## src/rtl/alu_pkg.sv

```systemverilog
// Shared definitions for the two-requester ALU arbiter: opcodes, FSM encoding,
// flag bit positions and requester ids.
package alu_pkg;

    localparam logic [2:0] OP_MOV  = 3'b000;
    localparam logic [2:0] OP_NOT  = 3'b001;
    localparam logic [2:0] OP_ADD  = 3'b010;
    localparam logic [2:0] OP_NOR  = 3'b011;
    localparam logic [2:0] OP_SUB  = 3'b100;
    localparam logic [2:0] OP_NAND = 3'b101;
    localparam logic [2:0] OP_AND  = 3'b110;
    localparam logic [2:0] OP_SLT  = 3'b111;

    typedef enum logic [1:0] {
        IDLE = 2'd0,
        EXEC = 2'd1,
        RESP = 2'd2
    } state_e;

    localparam int FLG_OVF   = 2;
    localparam int FLG_ZERO  = 1;
    localparam int FLG_CARRY = 0;

    localparam logic REQ_A = 1'b0;
    localparam logic REQ_B = 1'b1;

    function automatic logic [2:0] pack_flags(input logic ovf, input logic zero, input logic carry);
        logic [2:0] f;
        f            = '0;
        f[FLG_OVF]   = ovf;
        f[FLG_ZERO]  = zero;
        f[FLG_CARRY] = carry;
        return f;
    endfunction

endpackage

```

## src/rtl/alu_arbiter_rr_arb2.sv

```systemverilog
// Combinational two-way round-robin grant; a tie goes to the requester that
// was not served last. Grant is one-hot, indexed by REQ_A/REQ_B.
module rr_arb2
    import alu_pkg::*;
(
    input  logic       a_valid_i,
    input  logic       b_valid_i,
    input  logic       last_grant_i,
    output logic [1:0] grant_o
);

    always_comb begin
        grant_o = 2'b00;
        if (a_valid_i && b_valid_i) begin
            if (last_grant_i == REQ_B) grant_o[REQ_A] = 1'b1;
            else                       grant_o[REQ_B] = 1'b1;
        end else if (a_valid_i) begin
            grant_o[REQ_A] = 1'b1;
        end else if (b_valid_i) begin
            grant_o[REQ_B] = 1'b1;
        end
    end

endmodule

```

## src/rtl/alu_arbiter.sv

```systemverilog
// Shares one external ALU between requesters A and B: IDLE -> EXEC -> RESP.
// Optional per-requester op counters are enabled with ALU_ARB_PERF_EN.
module alu_arbiter
    import alu_pkg::*;
#(
    parameter int W = 32
) (
    input  logic         clk,
    input  logic         rst_n,
    // valid/ready: a transfer happens in any cycle where valid && ready; the
    // sender holds valid and payload stable until then.
    input  logic         a_req_valid,
    output logic         a_req_ready,
    input  logic [2:0]   a_opcode,
    input  logic [W-1:0] a_op1,
    input  logic [W-1:0] a_op2,
    output logic         a_rsp_valid,
    input  logic         a_rsp_ready,
    output logic [W-1:0] a_result,
    output logic [2:0]   a_flags,
    input  logic         b_req_valid,
    output logic         b_req_ready,
    input  logic [2:0]   b_opcode,
    input  logic [W-1:0] b_op1,
    input  logic [W-1:0] b_op2,
    output logic         b_rsp_valid,
    input  logic         b_rsp_ready,
    output logic [W-1:0] b_result,
    output logic [2:0]   b_flags,
    output logic [2:0]   alu_opcode,
    output logic [W-1:0] alu_r2,
    output logic [W-1:0] alu_r3,
    input  logic [W-1:0] alu_r0,
    input  logic         alu_overflow,
    input  logic         alu_zero,
    input  logic         alu_carry,
    output state_e       dbg_state_o,
    output logic         busy
`ifdef ALU_ARB_PERF_EN
    ,
    output logic [15:0]  a_op_count,
    output logic [15:0]  b_op_count
`endif
);

    state_e         state_q, state_d;
    logic           grant_id_q;
    logic           last_grant_q;
    logic [2:0]     alu_opcode_q;
    logic [W-1:0]   alu_r2_q, alu_r3_q;
    logic [W-1:0]   a_result_q, b_result_q;
    logic [2:0]     a_flags_q, b_flags_q;
    logic [1:0]     grant;
    logic           rsp_hs;

    rr_arb2 u_rr_arb2 (
        .a_valid_i    (a_req_valid),
        .b_valid_i    (b_req_valid),
        .last_grant_i (last_grant_q),
        .grant_o      (grant)
    );

    always_comb begin
        state_d     = state_q;
        a_req_ready = 1'b0;
        b_req_ready = 1'b0;
        a_rsp_valid = 1'b0;
        b_rsp_valid = 1'b0;
        rsp_hs      = 1'b0;
        case (state_q)
            IDLE: begin
                if (|grant) begin
                    a_req_ready = grant[REQ_A];
                    b_req_ready = grant[REQ_B];
                    state_d     = EXEC;
                end
            end
            EXEC: state_d = RESP;
            RESP: begin
                a_rsp_valid = (grant_id_q == REQ_A);
                b_rsp_valid = (grant_id_q == REQ_B);
                rsp_hs      = (a_rsp_valid && a_rsp_ready) || (b_rsp_valid && b_rsp_ready);
                if (rsp_hs) state_d = IDLE;
            end
            default: state_d = IDLE;
        endcase
    end

    always_ff @(posedge clk or negedge rst_n) begin
        if (!rst_n) begin
            state_q      <= IDLE;
            grant_id_q   <= REQ_A;
            last_grant_q <= REQ_B;
            alu_opcode_q <= '0;
            alu_r2_q     <= '0;
            alu_r3_q     <= '0;
            a_result_q   <= '0;
            b_result_q   <= '0;
            a_flags_q    <= '0;
            b_flags_q    <= '0;
        end else begin
            state_q <= state_d;
            // Operands are only ever loaded from registers, so alu_* never sees req_* combinationally.
            if (state_q == IDLE && (|grant)) begin
                grant_id_q   <= grant[REQ_B];
                alu_opcode_q <= grant[REQ_A] ? a_opcode : b_opcode;
                alu_r2_q     <= grant[REQ_A] ? a_op1    : b_op1;
                alu_r3_q     <= grant[REQ_A] ? a_op2    : b_op2;
            end
            if (state_q == EXEC) begin
                if (grant_id_q == REQ_A) begin
                    a_result_q <= alu_r0;
                    a_flags_q  <= pack_flags(alu_overflow, alu_zero, alu_carry);
                end else begin
                    b_result_q <= alu_r0;
                    b_flags_q  <= pack_flags(alu_overflow, alu_zero, alu_carry);
                end
            end
            if (rsp_hs) last_grant_q <= grant_id_q;
        end
    end

    assign alu_opcode  = alu_opcode_q;
    assign alu_r2      = alu_r2_q;
    assign alu_r3      = alu_r3_q;
    assign a_result    = a_result_q;
    assign a_flags     = a_flags_q;
    assign b_result    = b_result_q;
    assign b_flags     = b_flags_q;
    assign busy        = (state_q != IDLE);
    assign dbg_state_o = state_q;

`ifdef ALU_ARB_PERF_EN
    logic [15:0] a_op_cnt_q, b_op_cnt_q;

    always_ff @(posedge clk or negedge rst_n) begin
        if (!rst_n) begin
            a_op_cnt_q <= '0;
            b_op_cnt_q <= '0;
        end else if (rsp_hs) begin
            if (grant_id_q == REQ_A && a_op_cnt_q != 16'hFFFF) a_op_cnt_q <= a_op_cnt_q + 16'd1;
            if (grant_id_q == REQ_B && b_op_cnt_q != 16'hFFFF) b_op_cnt_q <= b_op_cnt_q + 16'd1;
        end
    end

    assign a_op_count = a_op_cnt_q;
    assign b_op_count = b_op_cnt_q;
`endif

`ifndef SYNTHESIS
    a_req_stable: assert property (@(posedge clk) disable iff (!rst_n)
        a_req_valid && !a_req_ready |=> a_req_valid && $stable({a_opcode, a_op1, a_op2}));
    b_req_stable: assert property (@(posedge clk) disable iff (!rst_n)
        b_req_valid && !b_req_ready |=> b_req_valid && $stable({b_opcode, b_op1, b_op2}));
`endif

endmodule

```

## config.mk

```make
export PLATFORM = sky130hd
export DESIGN_NAME = alu_arbiter
export DESIGN_NICKNAME = d
export VERILOG_FILES = /design/src/rtl/alu_pkg.sv /design/src/rtl/alu_arbiter_rr_arb2.sv /design/src/rtl/alu_arbiter.sv
export SDC_FILE = /design/constraint.sdc
export NUM_CORES = 1
export LEC_CHECK = 0
export CAP_MARGIN = 30
export CORE_MARGIN = 3
export CORE_UTILIZATION = 35
export CTS_CLUSTER_SIZE = 30
export DETAILED_ROUTE_END_ITERATION = 8
export PLACE_DENSITY_LB_ADDON = 0.15
export SYNTH_ARGS = -nofsm -noshare
export SYNTH_HDL_FRONTEND = slang
export SYNTH_SLANG_ARGS = --single-unit
```

## constraint.sdc

```tcl
create_clock -name clk -period 2.8 [get_ports clk]
set_clock_uncertainty 0.1 [all_clocks]
set_input_delay 0.84 -clock clk [delete_from_list [all_inputs] [get_ports clk]]
set_output_delay 0.84 -clock clk [all_outputs]
set_load 0.01 [all_outputs]
```

# [Word-level counts from Yosys, hierarchy flattened]
# Index checks and enable logic that the tools add are counted.
[word_totals] elab_cells=45 output_inout_bits=144 input_bits=175 register_bits=141
[op_classes] muxes=19 reduce_logical=11 n_bitwise=1 eq_ne=4
[op_table] operator="$mux 32" count=2
[op_table] operator="$mux 1" count=12
[op_table] operator="$mux 2" count=3
[op_table] operator="$pmux 2 s3" count=1
[op_table] operator="$reduce_and 2->1" count=3
[op_table] operator="$logic_and 1x1->1" count=4
[op_table] operator="$ne 2x2->1 const B" count=2
[op_table] operator="$mux 3" count=1
[op_table] operator="$eq 2x1->1 const B" count=1
[op_table] operator="$eq 2x2->1 const B" count=1
[op_table] operator="$logic_not 2->1" count=1
[op_table] operator="$reduce_bool 2->1" count=1
[op_table] operator="$reduce_or 2->1" count=1
[op_table] operator="$logic_or 1x1->1" count=1
[op_table] operator="$not 1->1" count=1

# [Logic depth before layout (Yosys ltp)]
[depth] ltp_word=6 ltp_mapped=8 mapped_depth_nobuf=4

# [Modules after synthesis]
# Synthesis repeated with hierarchy kept, for this count alone.
[hier_totals] cells_unflattened=390 area_unflattened_um2=6167.2
[modules_own_cells] mod="alu_arbiter" area_each_um2=6148.4 n_inst=1 cells_per_inst=387
[modules_own_cells] mod="rr_arb2" area_each_um2=18.8 n_inst=1 cells_per_inst=3

# [Worst setup path before layout]
# Ideal clock, no wire load.
[synth_path] kind="input -> output" start="input port a_req_valid" end="output port b_req_ready" path_slack_ps=169 n_path_buf=3 t_required_ps=1860 t_arrival_ps=1691 path_stages=4 path_cell_list="buf_2 > clkbuf_1 > clkbuf_1 > a21oi_1"
[synth_via] elab_chain_len=5 word_cells_on_any_way=7
[synth_lines] item="from (decl)" line="alu_arbiter.sv:12" rtl="input logic a_req_valid,"
[synth_lines] item="$mux 1 or $logic_and 1x1->1 (tied branches)" line="alu_arbiter_rr_arb2.sv:17, alu_arbiter_rr_arb2.sv:14"
[synth_lines] item="$mux 2 (*)" line="alu_arbiter_rr_arb2.sv:14" rtl="if (a_valid_i && b_valid_i) begin"
[synth_lines] item="$reduce_or 2->1" line="alu_arbiter.sv:72" rtl="if (|grant) begin"
[synth_lines] item="$mux 1 (*)" line="alu_arbiter.sv:72"
[synth_lines] item="$mux 1 (*)" line="alu_arbiter.sv:70" rtl="case (state_q)"
[synth_lines] item="to (decl)" line="alu_arbiter.sv:22" rtl="output logic b_req_ready,"
# Mark *: on every way between the ends. The rest lies on a longest branch, timed or not.

# [Worst setup path in the final report]
[layout_path] start="input port b_req_valid" end="output port b_req_ready"
[layout_via] elab_chain_len=6 word_cells_on_any_way=7
[layout_lines] item="from (decl)" line="alu_arbiter.sv:21" rtl="input logic b_req_valid,"
[layout_lines] item="$mux 1" line="alu_arbiter_rr_arb2.sv:19" rtl="end else if (b_valid_i) begin"
[layout_lines] item="$mux 1" line="alu_arbiter_rr_arb2.sv:17" rtl="end else if (a_valid_i) begin"
[layout_lines] item="$mux 2 (*)" line="alu_arbiter_rr_arb2.sv:14"
[layout_lines] item="$reduce_or 2->1" line="alu_arbiter.sv:72"
[layout_lines] item="$mux 1 (*)" line="alu_arbiter.sv:72"
[layout_lines] item="$mux 1 (*)" line="alu_arbiter.sv:70"
# Marks and branches as above.

==> flow_metrics.env <==
export IMPL_status="finished clean"
export IMPL_synth_most_common_cell="dfrtp_1"
export IMPL_slew_violations=0
export IMPL_fmax_ghz=0.370
export IMPL_p_clk_share_pct=18.2
export IMPL_synthDominantCellAreaShare_pct=56.5
export IMPL_synth_main_ff_cell="dfrtp_1"
export IMPL_crit_type="in2out"
export IMPL_combPwrFrac_pct=48.9
export IMPL_placedCellCount=1063
export IMPL_synth_top_area_cell="dfrtp_1"
export IMPL_groute_usage_overall_pct=21.2
export IMPL_cts_hold_buffers=0
export IMPL_worst_path_max_fanout=4
export IMPL_async_reset_ff_share_pct=100
export IMPL_viasPerCell=5.37
export IMPL_grt_use_met1_pct=26.1
export IMPL_io_pins=319
export IMPL_relSlewSlack_pct=51.1
export IMPL_grt_max_degree=68
export IMPL_ys_seq_area_share_pct=56.9
export IMPL_hold_class="in2async"
export IMPL_cp_start_kind="primary input"
export IMPL_slowest_delay_ns=0.47
export IMPL_io_buffer_count=318
export IMPL_regArea_mm2=0.00353
export IMPL_grt_met2_usage_pct=33.2
export IMPL_swShare_pct=34.3
export IMPL_syn_cell_area_mm2=0.00621
export IMPL_synth_warnings=0
export IMPL_top_usage_layer="met2"
export IMPL_cts_setup_buffers=0
export IMPL_first_pass_iters=4
export IMPL_internal_power_mw=7.43
export IMPL_drc=0
export IMPL_fin_crit_sh_pct=96.5
export IMPL_start_util_pct=35.8
export IMPL_clk_pin_slew_worst_paths_ns=0.06
export IMPL_rows=48
export IMPL_drt_iter0_drc=293
export IMPL_finish_utilization_pct=58.6
export IMPL_layout_cells_non_filler=1093
export IMPL_peakVddDrop_v=0.000514
export IMPL_dieWidth_um=139
export IMPL_diodes=0
export IMPL_powerDensity_mw_per_mm2=1110
export IMPL_fin_hold_ws_ns=0.240
export IMPL_cp_required_ns=1.86
export IMPL_die_area_mm2=0.0194
export IMPL_clk_path_buf_depth=2
export IMPL_worst_path_max_delay_cell="clkdlybuf4s50_1"
export IMPL_root_buffer="clkbuf_16"
export IMPL_worst_pin_slew_ns=0.734
export IMPL_numCtsBuffers=17
export IMPL_crit_path_cell_trace="clkdlybuf4s50_1 -> buf_4 -> nand2_1 -> a21oi_1 -> buf_2"
export IMPL_synth_cell_types=28
export IMPL_grt_pass1_vias=6079
export IMPL_area_delta_synth_final_pct=63.8
export IMPL_place_gp_congestion=0.808
export IMPL_cp_end_kind="output port"
export IMPL_hold_viol=0
export IMPL_clock_sinks=141
export IMPL_dpl_hpwl_mm=14.7
export IMPL_dpl_cell_area_mm2=0.00963
export IMPL_grt_met3_usage_pct=6.97
export IMPL_synthTopCellsByArea="dfrtp_1, mux2_2, a31oi_1"
export IMPL_fillCellCount=1448
export IMPL_multiInputGateArea_mm2=0.00243
export IMPL_cts_htree_levels=4
export IMPL_wl_per_cell_um=18.9
export IMPL_syn_instance_count=562
export IMPL_nNetsFinal=1032
export IMPL_layout_drive_gt1_share_pct=16.2
export IMPL_synth_common_cells="dfrtp_1, mux2_2, a21oi_1, nand3_1, o21ai_0"
export IMPL_finalInstanceArea_mm2=0.0102
export IMPL_vias=5868
export IMPL_synth_seq_cells=141
export IMPL_wl_mm=20.6
export IMPL_drtAntennaViolNets=0
export IMPL_fin_crit_ns=2.70
export IMPL_die_h_um=139
export IMPL_setup_viol=0
export IMPL_grt_first_pass_wirelength_mm=33.0
export IMPL_cts_tree="yes"
export IMPL_synth_fp_nets=737
export IMPL_grt_overflow_total=0
export IMPL_core_area_mm2=0.0174
export IMPL_leakagePower_nw=3.98
export IMPL_p_sw_mw=3.88
export IMPL_critPathArrivalTime_ns=1.76
export IMPL_maxCapViolCount=0
export IMPL_rsz0062_at_grt="false"
export IMPL_antenna_found_initial=1
export IMPL_fin_tns_setup_ns=0
export IMPL_avgSynthCellArea_um2=11.0
export IMPL_clock_latency_ns=0.41
export IMPL_synth_edf_count=0
export IMPL_p_seq_share_pct=32.9
==> final cells by class <==
type | count | share of cell area (%)
clock buffers | 20 | 4.39
clock inverters | 10 | 0.923
inverters | 2 | 0.0739
multi-input cells | 360 | 23.9
flip-flops and latches | 141 | 34.7
well taps | 225 | 2.77
repair buffers | 335 | 33.2
==> critical path: cells and delay by family <==
kind | cells | cell delay [ns]
simple gates | 1 | 0.04
compound gates | 1 | 0.12
buf+inv | 3 | 0.75
==> stage by stage <==
step / setup slack, ns / total power [mW]
floorplan: 0.169 / 6.18
global placement: -0.413 / 9.21
detailed placement: -0.407 / 9.35
CTS: 0.0394 / 11.5
global route: 0.0185 / 12.0
finish: 0.0971 / 11.3
==> cells by family (layout without fill, tap and decap cells) <==
family                 count (synthesis)  count (layout)  share of synthesized area, %
AOI/OAI and AO/OA                    206             206                          19.1
DFF                                  141             141                          56.9
buffers and inverters                 61             367                          4.33
and+or+nand+nor                       83              83                          6.83
muxes                                 71              71                          12.9
==> cell usage in the layout (no fill, tap or decap), drive strengths merged <==
| cell | n |
|---|---|
| nor3 | 1 |
| and2 | 2 |
| o21ai | 68 |
| clkinvlp | 3 |
| nand2 | 2 |
| nand3 | 67 |
| inv | 3 |
| mux2 | 71 |
| dfrtp | 140 |
| or2 | 1 |
| nand2b | 3 |
| clkdlybuf4s50 | 314 |
| and2b | 1 |
| a31oi | 67 |
| nor2b | 1 |
| nor2 | 4 |
| a21oi | 69 |
| buf | 21 |
| nand3b | 1 |
| clkbuf | 20 |
| clkinv | 5 |
| bufinv | 1 |
| a21o | 1 |
| a22o | 1 |
| dfstp | 1 |
==> per-layer routing <==
metal  vias up  routed length [um]
li1       2667                   -
met1      2827                8240
met2       310                9640
met3        62                1790
met4         2                 941
met5         -                  20
==> final timing paths <==
check,from,end,slack [ns],cells after the start
max reg2reg,dbg_state_o[0]$_DFFE_PN0P_,alu_r3[28]$_DFFE_PN0P_,0.63,5
min,rst_n,b_result[6]$_DFFE_PN0P_,0.24,1
max in group asynchronous,rst_n,last_grant_q$_DFFE_PN1P_,1.73,2
min reg2reg,b_result[11]$_DFFE_PN0P_,b_result[11]$_DFFE_PN0P_,0.40,1
min in group clk,b_result[11]$_DFFE_PN0P_,b_result[11]$_DFFE_PN0P_,0.40,1
max,b_req_valid,b_req_ready,0.1,5
==> registers in the layout, indices dropped and copies added (netlist names) <==
register	count
b_result	32
grant_id_q	1
dbg_state_o	2
a_result	32
b_flags	3
last_grant_q	1
alu_opcode	3
alu_r2	32
alu_r3	32
a_flags	3
==> power by group through the flow <==
stage / Combinational (mW) / Sequential [mW] / Clock (mW)
6_report: 5.53 / 3.73 / 2.05
3_5_place_dp: 5.61 / 3.74 / 0
4_1_cts: 5.61 / 3.73 / 2.12
5_1_grt: 5.93 / 3.85 / 2.20
3_3_place_gp: 5.52 / 3.69 / 0
2_1_floorplan: 2.06 / 4.12 / 0
==> what timing repair did <==
item / in CTS / in global routing
gates cloned: 0 / 0
setup endpoints to repair: 3 / 1
gates resized for setup: 11 / 1
Note: power is estimated with default switching activity, not from simulation.
